### src/rtl/alu_issue_unit.sv
// alu_issue_unit: decodes instruction fields to an ALU control code, holds ALU inputs for SETTLE_CYCLES, then registers result and flags.
// Define ALU_ILLEGAL_TRAP_EN to short-circuit illegal decodes to an out_err response without running the ALU.
module alu_issue_unit #(
   parameter int WIDTH = 8,
   parameter int SETTLE_CYCLES = 1
) (
   input  logic             clk,
   input  logic             rst,
   input  logic             in_valid,
   output logic             in_ready,
   input  logic [1:0]       alu_op,
   input  logic [2:0]       funct3,
   input  logic             funct7b5,
   input  logic [WIDTH-1:0] op_a,
   input  logic [WIDTH-1:0] op_b,
   output logic [3:0]       alu_ctrl,
   output logic [WIDTH-1:0] alu_a,
   output logic [WIDTH-1:0] alu_b,
   input  logic [WIDTH-1:0] alu_result,
   input  logic             alu_zero,
   input  logic             alu_carry,
   input  logic             alu_ovf,
`ifdef ALU_ILLEGAL_TRAP_EN
   output logic             out_err,
`endif
   output logic             out_valid,
   input  logic             out_ready,
   output logic [WIDTH-1:0] out_result,
   output logic [2:0]       out_flags
);
   typedef enum logic [1:0] {IDLE, EXEC, DONE} state_t;
   state_t state_q, state_d;
   logic [3:0] ctrl_q, ctrl_d, cnt_q, cnt_d, dec;
   logic [WIDTH-1:0] a_q, a_d, b_q, b_d, res_q, res_d;
   logic [2:0] flags_q, flags_d;
   logic valid_q, valid_d, accept, trap;
`ifdef ALU_ILLEGAL_TRAP_EN
   logic err_q, err_d;
   assign trap = dec == 4'd15;
   assign out_err = err_q;
`else
   assign trap = 1'b0;
`endif
   assign accept = in_valid && in_ready;
   always_comb begin
      dec = alu_op == 2'b00 ? 4'd2 :
            alu_op == 2'b01 ? 4'd6 :
            alu_op == 2'b11 ? (funct3 == 3'b100 ? 4'd12 : 4'd15) :
            funct3 == 3'b000 ? (funct7b5 ? 4'd6 : 4'd2) :
            funct3 == 3'b111 ? 4'd0 :
            funct3 == 3'b110 ? 4'd1 :
            funct3 == 3'b010 ? 4'd7 : 4'd15;
   end
   always_ff @(posedge clk or posedge rst) begin
      if (rst) state_q <= IDLE;
      else state_q <= state_d;
   end
   always_comb begin
      state_d = state_q;
      case (state_q)
         IDLE:    if (accept) state_d = trap ? DONE : EXEC;
         EXEC:    if (cnt_q == 4'd0) state_d = DONE;
         DONE:    if (out_ready) state_d = IDLE;
         default: state_d = IDLE;
      endcase
   end
   always_comb begin
      in_ready = state_q == IDLE;
   end
   always_comb begin
      ctrl_d = ctrl_q;
      a_d = a_q;
      b_d = b_q;
      cnt_d = cnt_q;
      res_d = res_q;
      flags_d = flags_q;
      valid_d = valid_q;
`ifdef ALU_ILLEGAL_TRAP_EN
      err_d = err_q;
`endif
      if (accept) begin
         a_d = op_a;
         b_d = op_b;
         ctrl_d = trap ? ctrl_q : dec;
         cnt_d = 4'(SETTLE_CYCLES - 1);
         if (trap) begin
            valid_d = 1'b1;
            res_d = '0;
            flags_d = '0;
`ifdef ALU_ILLEGAL_TRAP_EN
            err_d = 1'b1;
`endif
         end
      end else if (state_q == EXEC) begin
         if (cnt_q == 4'd0) begin
            res_d = alu_result;
            flags_d = {alu_zero, alu_carry, alu_ovf};
            valid_d = 1'b1;
`ifdef ALU_ILLEGAL_TRAP_EN
            err_d = 1'b0;
`endif
         end else cnt_d = cnt_q - 4'd1;
      end else if (state_q == DONE && out_ready) valid_d = 1'b0;
   end
   always_ff @(posedge clk or posedge rst) begin
      if (rst) begin
         ctrl_q <= '0;
         a_q <= '0;
         b_q <= '0;
         cnt_q <= '0;
         res_q <= '0;
         flags_q <= '0;
         valid_q <= 1'b0;
`ifdef ALU_ILLEGAL_TRAP_EN
         err_q <= 1'b0;
`endif
      end else begin
         ctrl_q <= ctrl_d;
         a_q <= a_d;
         b_q <= b_d;
         cnt_q <= cnt_d;
         res_q <= res_d;
         flags_q <= flags_d;
         valid_q <= valid_d;
`ifdef ALU_ILLEGAL_TRAP_EN
         err_q <= err_d;
`endif
      end
   end
   assign alu_ctrl = ctrl_q;
   assign alu_a = a_q;
   assign alu_b = b_q;
   assign out_valid = valid_q;
   assign out_result = res_q;
   assign out_flags = flags_q;
endmodule

### config.mk
export PLATFORM = sky130hd
export DESIGN_NAME = alu_issue_unit
export DESIGN_NICKNAME = d
export VERILOG_FILES = /design/src/rtl/alu_issue_unit.sv
export SDC_FILE = /design/constraint.sdc
export NUM_CORES = 1
export LEC_CHECK = 0
export CAP_MARGIN = 15
export CORE_UTILIZATION = 42
export DETAILED_ROUTE_END_ITERATION = 12
export GPL_TIMING_DRIVEN = 1
export PLACE_DENSITY = 0.81
export SKIP_LAST_GASP = 1
export SLEW_MARGIN = 40
export SYNTH_ARGS = -nofsm -noshare
export SYNTH_HDL_FRONTEND = slang
export SYNTH_SLANG_ARGS = --single-unit
export TNS_END_PERCENT = 20
### constraint.sdc
create_clock -name clk -period 2.3 [get_ports clk]
set_input_delay 0.23 -clock clk [delete_from_list [all_inputs] [get_ports clk]]
set_output_delay 0.23 -clock clk [all_outputs]
set_load 0.02 [all_outputs]
# After elaboration in Yosys (flattened, before gate mapping)
# Cells that the tools add are included.
[word_totals] register_bits=38 elab_cells=53 inputBits=37
[classes] add_sub_neg=1 muxes=19 n_bitwise=1 n_eq_ne=12 reduce_logical=12
[ops] operator="4-bit 2-to-1 mux" n=10
[ops] operator="3-bit == test (second input constant)" n=3
[ops] operator="3-bit AND reduction" n=3
[ops] operator="2-bit 2-to-1 mux" n=4
[ops] operator="2-bit != test (second input constant)" n=3
[ops] operator="2-bit one-hot mux with 3 select lines" n=1
[ops] operator="2-bit by 1-bit == test with 1-bit output (second input constant)" n=2
[ops] operator="2-bit == test (second input constant)" n=2
[ops] operator="2-bit zero test" n=2
[ops] operator="4-bit zero test" n=1
[ops] operator="2-bit nonzero test" n=2
[ops] operator="4-bit by 1-bit subtractor with 4-bit output (second input constant)" n=1
[ops] operator="3-bit by 2-bit == test with 1-bit output (second input constant)" n=1
[ops] operator="3-bit zero test" n=1
[ops] operator="1-bit 2-to-1 mux" n=3
[ops] operator="3-bit 2-to-1 mux" n=1
[ops] operator="1-bit logical AND" n=2
[ops] operator="2-bit by 1-bit != test with 1-bit output (second input constant)" n=1
[ops] operator="2-bit AND reduction" n=1
[ops] operator="1-bit inverter" n=1

# Longest topological paths before layout
# Gate-level depths: netlist of run 1.
[logic_depth] depth_word=8 ltp_mapped=6

# Worst setup path before layout of run 1
# OpenSTA, ideal clock, no wires.
[synth_path] path_kind="register to register" from="register cnt_q[0]" to="register flags_q[0], in the netlist out_flags[0]" period_less_slack_ns=1.647 t_arrival_ns=1.522 path_stages_with_launch=7 setup_ns=0.125 t_required_ns=2.175 path_slack_ns=0.653 cell_sequence="dfrtp_1 -> inv_1 -> ha_1 -> nor3b_4 -> and3b_4 -> buf_12 -> mux2_4"
[synth_via] elab_chain_cells=2
[synth_lines] element="start: declaration" line="33" text="logic [3:0] ctrl_q, ctrl_d, cnt_q, cnt_d, dec;"
[synth_lines] element="start signal: assignment" line="121" text="cnt_q <= cnt_d;"
[synth_lines] element="4-bit zero test" line="95" text="if (cnt_q == 4'd0) begin"
[synth_lines] element="3-bit AND reduction (no source line)"
[synth_lines] element="end signal: assignment" line="123" text="flags_q <= flags_d;"
[synth_lines] element="end: declaration" line="35" text="logic [2:0] flags_q, flags_d;"
# No other way between the ends.
# A chain may end at the register's enable or synchronous reset.

# Final worst setup path of run 1
[layout_path] from="register cnt_q[0]" to="register res_q[0], in the netlist out_result[0]"
[layout_via] elab_chain_cells=2
[layout_lines] element="4-bit zero test" line="95"
[layout_lines] element="3-bit AND reduction (no source line)"
[layout_lines] element="end signal: assignment" line="122" text="res_q <= res_d;"
[layout_lines] element="end: declaration" line="34" text="logic [WIDTH-1:0] a_q, a_d, b_q, b_d, res_q, res_d;"
# No other way between the ends.

==> flow_summary.toml, run 1 <==
[finish]
finalNetCount = 261
drive_gt1_share_pct = 12.9
area_delta_synth_final_pct = 50.9
antenna_cells = 0
fillerInstances = 316
mostFrequentLayoutCell = "clkdlybuf4s50_1"
mostFrequentLayoutCells = "69 x clkdlybuf4s50_1, 52 x nand2_1, 38 x dfrtp_1"
postLayoutCellArea_sq_mm = 0.00248
fin_util_pct = 66.8

[place]
detailed_place.area_sq_mm = 0.00237
dpl.hpwl_microns = 2480
io_buffers = 69
place.gp.congestion = 0.814

[logic_synthesis]
yosys_register_bits = 38
avgSynthCellArea_sq_um = 10.9
syn_inst = 151
ys_async_sr_fraction_pct = 100
syn_area_sq_mm = 0.00165
ys_warn_count = 0
ys.flop_type = "dfrtp_1"
syn-num-nets = 189
synth_edf_count = 0
yosys.cell_types.count = 32
ys_seq_area_share_pct = 57.8

[global_route]
grt_usage_pct = 18.9
grt_pass1_wl_microns = 5950
grt_max_degree = 39
antenna_found_initial = 0
grt_pass1_vias = 1255
overflow = 0

[outcome]
status = "finished clean"

[sta]
layout_min_cycle_time_ps = 1860
rsz0062_at_grt = "no"
period_share_pct = 80.8
hold_viol_final = 0
whs_ps = 350
max_slew_margin_pct = 48.6
max_freq_mhz = 538
skew_ps = 5.20
worst_slew_pin_slew_ps = 770
slew_violations = 0
finalSetupTns_ps = 0
setup_viol = 0

[setup_path]
cp-start-kind = "flop"
crit_path_end_kind = "flop"
arrival_ps = 2040
cp_max_fo = 12
required_ps = 2480
startpoint = "cnt_q[0]$_DFFE_PP0P_"
r2r_cells = 5
reg2reg_from = "cnt_q[0]$_DFFE_PP0P_"
path_class = "reg -> reg"

[clock_network]
cts_buffer_depth = 2
cts_tree = "built"
path_clk_slew_ps = 70
cts_setup_buffers = 0
insertion_delay_ps = 290
cts_buffers = 5
h-tree-depth = 2
cts_hold_buf = 0
cts_root_buffer = "clkbuf_8"
clkSinkCount = 38
ctsResizeCount = 0

[route]
finalWirelength_microns = 3600
firstDrtPassIters = 3
route.antenna.remaining_nets = 0
viasPerCell = 4.78
wire_per_inst_microns = 13.2
drc_errors = 0
drt_iter0_drc = 57
dr_total_vias = 1299

[job]
maxCapViolations = 0

[power_and_ir_drop]
powerDensity_mw_per_mm2 = 1420
peakVddDrop_mv = 0.641
power.leakage_nw = 1.13

[floorplanning]
initial_core_util_pct = 44.3
num_io_pins = 70
design.core.area_sq_mm = 0.00372
row_count = 22
die_area_sq_mm = 0.00417
fp.dieH_microns = 64.6
die_x_microns = 64.6

[min_path]
hold_path.class = "in -> async"
-- metal layers --
layer  routed length, microns  global-route usage [%]
met1                     1630                    23.0
met2                     1620                    31.4
met3                      313                    6.69
met4                       37                    5.83
met5                        0                       0
-- worst max-delay path: stages, from the launching register on --
cell,delay (ps)
dfrtp_1,390
inv_1,80
ha_1,160
nor3b_4,340
and3b_4,420
mux2_2,370
-- registers in the layout, indices dropped and copies added (netlist names) --
signal	count
alu_a	8
alu_b	8
out_result	8
alu_ctrl	4
cnt_q	4
out_flags	3
state_q	2
out_valid	1
-- power breakdown --
part	switching, mW	internal, mW	total (mW)	leakage (nW)
combinational	0.858	0.907	1.77	0.612
clock	0.229	0.319	0.548	0.0579
sequential	0.213	0.989	1.20	0.459
total	1.30	2.22	3.52	1.13
-- cell families after synthesis --
kind of cell    synth area share [%]
flops                           57.8
mux                             10.2
fa+ha+maj                      0.760
buf+inv                         3.95
simple gates                    20.0
compound gates                  7.30
-- stage by stage --
| step | power, mW | instances | setup slack (ps) |
|---|---|---|---|
| after detailed placement | 2.99 | 264 | 360 |
| after global placement | 2.93 | 264 | 430 |
| after CTS | 3.56 | 272 | 440 |
| after floorplan | 2.23 | 151 | 653 |
| after global routing | 3.75 | 272 | 347 |
| final | 3.52 | 272 | 442 |
-- path summary, 6_finish.rpt --
kind	slack [ps]	endpoint
max	440	out_result[0]$_DFFE_PP0P_
min	350	out_result[7]$_DFFE_PP0P_
max reg2reg	440	out_result[0]$_DFFE_PP0P_
min reg2reg	480	alu_a[4]$_DFFE_PP0P_
max in group asynchronous	1630	alu_ctrl[1]$_DFFE_PP0P_
min in group clk	460	alu_b[5]$_DFFE_PP0P_
-- layout make-up --
class	instances	area [sq um]	share of cell area, %
Sequential cell	38	951	38.3
Inverter	6	22.5	0.907
Clock buffer	5	68.8	2.77
Multi-Input combinational cell	101	634	25.6
Timing Repair Buffer	71	706	28.4
Clock inverter	3	40.0	1.61
Tap cell	48	60.1	2.42
-- cell usage after synthesis (2+ instances only) --
| master | instances | area, sq um |
|---|---|---|
| mux2_4 | 9 | 135 |
| buf_2 | 3 | 15.0 |
| o21ai_0 | 6 | 30.0 |
| o31ai_1 | 2 | 15.0 |
| nor3b_1 | 2 | 15.0 |
| nor2_1 | 4 | 15.0 |
| dfrtp_1 | 38 | 951 |
| nand2_1 | 52 | 195 |
| mux2_2 | 2 | 22.5 |
| clkbuf_1 | 2 | 7.51 |
| or4_1 | 2 | 15.0 |
| a21oi_1 | 4 | 20.0 |
| inv_1 | 6 | 22.5 |
Power figures use the tool's default switching activity.
==> run 2, diff against run 1 <==
- CORE_UTILIZATION: 42 -> 38
- PLACE_DENSITY: 0.81 -> 0.78
- clock period: 2.3 -> 1.68 ns (I/O delays scaled with it)
==> run 2 against run 1 <==
Sequential power is 36% higher. Combinational power is 45% higher. Sequential share of layout area is 0.87 points lower. Cell area is 2.3% higher. Register-to-register slack worse by 390 ps. First-iteration DRC count is 21% lower. Sequential cell count stayed put. Critical endpoint is now cnt_q[3]$_DFFE_PP0P_. Largest cell class unchanged.
==> flow_summary.toml, run 2 (same netlist as run 1, synthesis figures left out) <==
[sta]
period_share_pct = 96.9
max_freq_mhz = 614
max_slew_margin_pct = 68.9
skew_ps = 1.57
hold_viol_final = 0
whs_ps = 319
layout_min_cycle_time_ps = 1630
worst_slew_pin_slew_ps = 466
setup_slack_ps = 51.8
slew_violations = 0
finalSetupTns_ps = 0
setup_viol = 0

[power_and_ir_drop]
p_comb_share_pct = 53.6
peakVddDrop_mv = 0.987
seq_power_share_pct = 34.1
power.leakage_nw = 1.16
p_sw_mw = 1.77
clkPwrFrac_pct = 12.4
powerDensity_mw_per_mm2 = 1880
design_power_total_mw = 4.78
swShare_pct = 37.0
internal_power_mw = 3.01

[finish]
fin_util_pct = 62.2
fin_cells = 281
mostFrequentLayoutCells = "68 x clkdlybuf4s50_1, 52 x nand2_1, 38 x dfrtp_1"
area_delta_synth_final_pct = 54.4
fillerInstances = 342
drive_gt1_share_pct = 15.6
postLayoutCellArea_sq_mm = 0.00254
seq_area_sq_um = 951
antenna_cells = 0
multi_input_area_sq_um = 644
finalNetCount = 270
mostFrequentLayoutCell = "clkdlybuf4s50_1"

[clock_network]
path_clk_slew_ps = 70
cts_tree = "built"
cts_buffers = 5
cts_root_buffer = "clkbuf_8"
insertion_delay_ps = 280
h-tree-depth = 2
cts_buffer_depth = 2
clkSinkCount = 38
cts_hold_buf = 0

[outcome]
status = "finished clean"

[global_route]
grt_max_degree = 39
grt_pass1_wl_microns = 5800
grtUsageMet1_pct = 21.1
grtUsageMet3_pct = 4.90
top_usage_layer = "met2"
overflow = 0
grt_usage_pct = 17.5
use_met2_pct = 28.2
antenna_found_initial = 0
grt_pass1_vias = 1311

[setup_path]
reg2reg_from = "cnt_q[0]$_DFFE_PP0P_"
cp-start-kind = "flop"
r2r_slack_ps = 50
r2r_cells = 6
required_ps = 1890
rr_endpoint = "cnt_q[3]$_DFFE_PP0P_"
path_class = "reg -> reg"
cp_max_fo = 7
arrival_ps = 1830
crit_path_end_kind = "flop"

[place]
dp_slack_ps = 18.5
dpl.hpwl_microns = 2580
place_inst = 272
place.gp.congestion = 0.744
io_buffers = 69
detailed_place.area_sq_mm = 0.00243

[route]
route.antenna.remaining_nets = 0
drt_iter0_drc = 45
dr_total_vias = 1310
drc_errors = 0
firstDrtPassIters = 3
viasPerCell = 4.66
finalWirelength_microns = 3630
wire_per_inst_microns = 12.9

[job]
maxCapViolations = 0

[floorplanning]
fp.dieH_microns = 67.8
die_area_sq_mm = 0.00460
row_count = 23
die_x_microns = 67.8
num_io_pins = 70
initial_core_util_pct = 40.3
design.core.area_sq_mm = 0.00409

[min_path]
hold_path.class = "in -> async"
-- run 2: cell types whose count changed in the layout (fill, tap and decap cells not counted), sizes merged --
| cell | before | now |
|---|---|---|
| and3b | 1 | 2 |
| buf | 2 | 10 |
| bufinv | 1 | 0 |
| clkbuf | 5 | 6 |
| clkdlybuf4s50 | 69 | 68 |
| clkinv | 2 | 0 |
| dlygate4sd2 | 0 | 1 |
-- run 2: worst max path at each step --
stage | start | to | slack [ps] | cells after the start
floorplan | cnt_q[0]$_DFFE_PP0P_ | out_flags[0]$_DFFE_PP0P_ | 30 | 6
global placement | cnt_q[0]$_DFFE_PP0P_ | out_result[1]$_DFFE_PP0P_ | 50 | 5
detailed placement | cnt_q[0]$_DFFE_PP0P_ | out_result[0]$_DFFE_PP0P_ | 20 | 5
CTS | cnt_q[0]$_DFFE_PP0P_ | out_result[0]$_DFFE_PP0P_ | -4 | 5
global route | cnt_q[0]$_DFFE_PP0P_ | cnt_q[3]$_DFFE_PP0P_ | -6 | 6
finish | cnt_q[0]$_DFFE_PP0P_ | cnt_q[3]$_DFFE_PP0P_ | 50 | 6
-- run 2: timing repair --
action                                  in CTS  in global routing
buffers inserted                             0                  2
endpoints found under the setup margin       2                 12
cloned                                       0                  1
pin swaps                                    0                  1
hold endpoints to repair                     0                  0
gates resized for setup                      1                  1
-- run 2: power groups by stage --
stage                     Sequential (mW)  Clock [mW]  Combinational [mW]
after detailed placement             1.63           0                2.54
after CTS                            1.64       0.620                2.53
final                                1.63       0.591                2.56
after global routing                 1.69       0.671                2.76
after floorplan                      2.07           0               0.992
after global placement               1.63           0                2.49
-- run 2: layer usage --
metal,routed length (microns),share of wire [%]
met4,19,0.52
met3,225,6.2
met5,0,0
met2,1800,49
met1,1590,44
-- run 2: critical path: stages (launching register included) --
cell	delay, ps
dfrtp_1	350
inv_1	50
ha_1	200
nor3b_4	160
buf_4	160
or4_1	500
a21oi_1	130
-- run 2: layout make-up --
cell class	count	share of cell area (%)
sequential	38	37.4
tap	50	2.46
multi-input combinational	102	25.4
clock buffer	6	3.25
inverter	6	0.887
timing repair buffer	79	30.6
==> run 3, diff against run 2 <==
- PLACE_DENSITY: 0.78 -> 0.76
==> run 3 against run 2 <==
Register-to-register slack worse by 50 ps. Core utilization grew 0.55 points. Via count rose by 1.5%. Hold slack got worse by 150 ps. Die area stayed put. Clock-buffer cell count decreased by 1. Routed wire length is 3.5% lower. Global-route usage decreased by 0.15 points. First-iteration DRC count decreased by 24%. Critical path type unchanged.
==> flow_summary.toml, run 3 (same netlist as run 1, synthesis figures left out) <==
[clock_network]
cts_hold_buf = 0
clkSinkCount = 38
path_clk_slew_ps = 70
h-tree-depth = 2
cts_buffer_depth = 2
cts_setup_buffers = 0
insertion_delay_ps = 280
cts_root_buffer = "clkbuf_8"
cts_buffers = 5
cts_tree = "built"
ctsResizeCount = 0

[floorplanning]
design.core.area_sq_mm = 0.00409
row_count = 23
die_area_sq_mm = 0.00460
fp.dieH_microns = 67.8
num_io_pins = 70
initial_core_util_pct = 40.3
die_x_microns = 67.8

[sta]
worst_slew_pin_slew_ps = 371
hold_viol_final = 0
max_freq_mhz = 598
setup_viol = 0
layout_min_cycle_time_ps = 1670
whs_ps = 167
slew_violations = 0
skew_ps = 3.05
max_slew_margin_pct = 75.3
period_share_pct = 99.6
rsz0062_at_grt = "yes"
setup_slack_ps = 6.44

[setup_path]
crit_path_end_kind = "flop"
cp_max_fo = 12
required_ps = 1850
arrival_ps = 1840
cp-start-kind = "flop"
path_class = "reg -> reg"

[power_and_ir_drop]
peakVddDrop_mv = 1.03
power.leakage_nw = 1.17
p_sw_mw = 1.76
clkPwrFrac_pct = 15.0
internal_power_mw = 3.12
design_power_total_mw = 4.89
swShare_pct = 36.1
seq_power_share_pct = 33.5
p_comb_share_pct = 51.5
powerDensity_mw_per_mm2 = 1910

[route]
drc_errors = 0
finalWirelength_microns = 3510
viasPerCell = 4.73
drt_iter0_drc = 34
dr_total_vias = 1330
firstDrtPassIters = 4
wire_per_inst_microns = 12.5
route.antenna.remaining_nets = 0

[finish]
fin_cells = 281
fin_util_pct = 62.7
drive_gt1_share_pct = 15.6
mostFrequentLayoutCell = "clkdlybuf4s50_1"
area_delta_synth_final_pct = 55.7
antenna_cells = 0
finalNetCount = 268
mostFrequentLayoutCells = "69 x clkdlybuf4s50_1, 52 x nand2_1, 38 x dfrtp_1"

[place]
dp_slack_ps = 14.2
dpl.hpwl_microns = 2670
io_buffers = 69
place.gp.congestion = 0.776
place_inst = 273

[global_route]
grt_pass1_wl_microns = 5850
grt_pass1_vias = 1307
grt_max_degree = 31
antenna_found_initial = 0
grt_usage_pct = 17.4
overflow = 0

[min_path]
hold_path.class = "in -> async"

[job]
maxCapViolations = 0

[outcome]
status = "finished clean"
[run 3: cell types whose count changed in the layout (fill, tap and decap cells not counted), sizes merged]
cell,change
clkdlybuf4s50,+1
clkbuf,-1
buf,-1
and3b,-1
dlygate4sd2,-1
bufinv,+1
clkinv,+2
[run 3: layer usage]
| metal | up-vias | global-route usage, % | part of all wire [%] |
|---|---|---|---|
| li1 | 660 | - | - |
| met1 | 623 | 22.1 | 43 |
| met2 | 43 | 28.3 | 50 |
| met3 | 4 | 5.57 | 6.2 |
| met4 | 0 | 4.69 | 0.97 |
| met5 | - | 0 | 0 |
[run 3: path summary, 6_finish.rpt]
| kind | slack (ps) | endpoint | from | cells past startpoint |
|---|---|---|---|---|
| worst max-delay path | 6 | out_result[1]$_DFFE_PP0P_ | cnt_q[0]$_DFFE_PP0P_ | 5 |
| worst min-delay path | 170 | alu_b[1]$_DFFE_PP0P_ | rst | 2 |
| worst max register to register | 6 | out_result[1]$_DFFE_PP0P_ | cnt_q[0]$_DFFE_PP0P_ | 5 |
| worst min register to register | 470 | alu_a[1]$_DFFE_PP0P_ | alu_a[1]$_DFFE_PP0P_ | 2 |
| max in group asynchronous | 1050 | alu_a[4]$_DFFE_PP0P_ | rst | 3 |
| min in group clk | 410 | alu_b[3]$_DFFE_PP0P_ | op_b[3] | 3 |
[run 3: metrics by stage]
step | cell area (sq um) | setup TNS [ps]
2_1_floorplan | 1650 | 0
3_3_place_gp | 2450 | 0
3_5_place_dp | 2450 | 0
4_1_cts | 2560 | 0
5_1_grt | 2560 | -177
6_report | 2560 | 0
[run 3: power groups by stage]
stage                     Clock (mW)  Sequential [mW]  Combinational (mW)
after floorplan                    0             2.07               0.992
after global placement             0             1.64                2.50
after detailed placement           0             1.65                2.54
after CTS                      0.755             1.64                2.55
after global routing           0.799             1.69                2.73
final                          0.732             1.64                2.52
[run 3: worst max-delay path, stage by stage (launching register included)]
cell,delay (ps)
dfrtp_1,390
inv_1,80
ha_1,160
nor3b_4,190
and3b_4,370
mux2_2,370
[run 3: final cells by class]
type / instances / area, sq um
clock buffers: 5 / 68.8
clock inverters: 3 / 40.0
fillers: 345 / 1520
inverters: 6 / 22.5
multi-input cells: 101 / 634
flip-flops and latches: 38 / 951
well taps: 50 / 62.6
repair buffers: 78 / 783
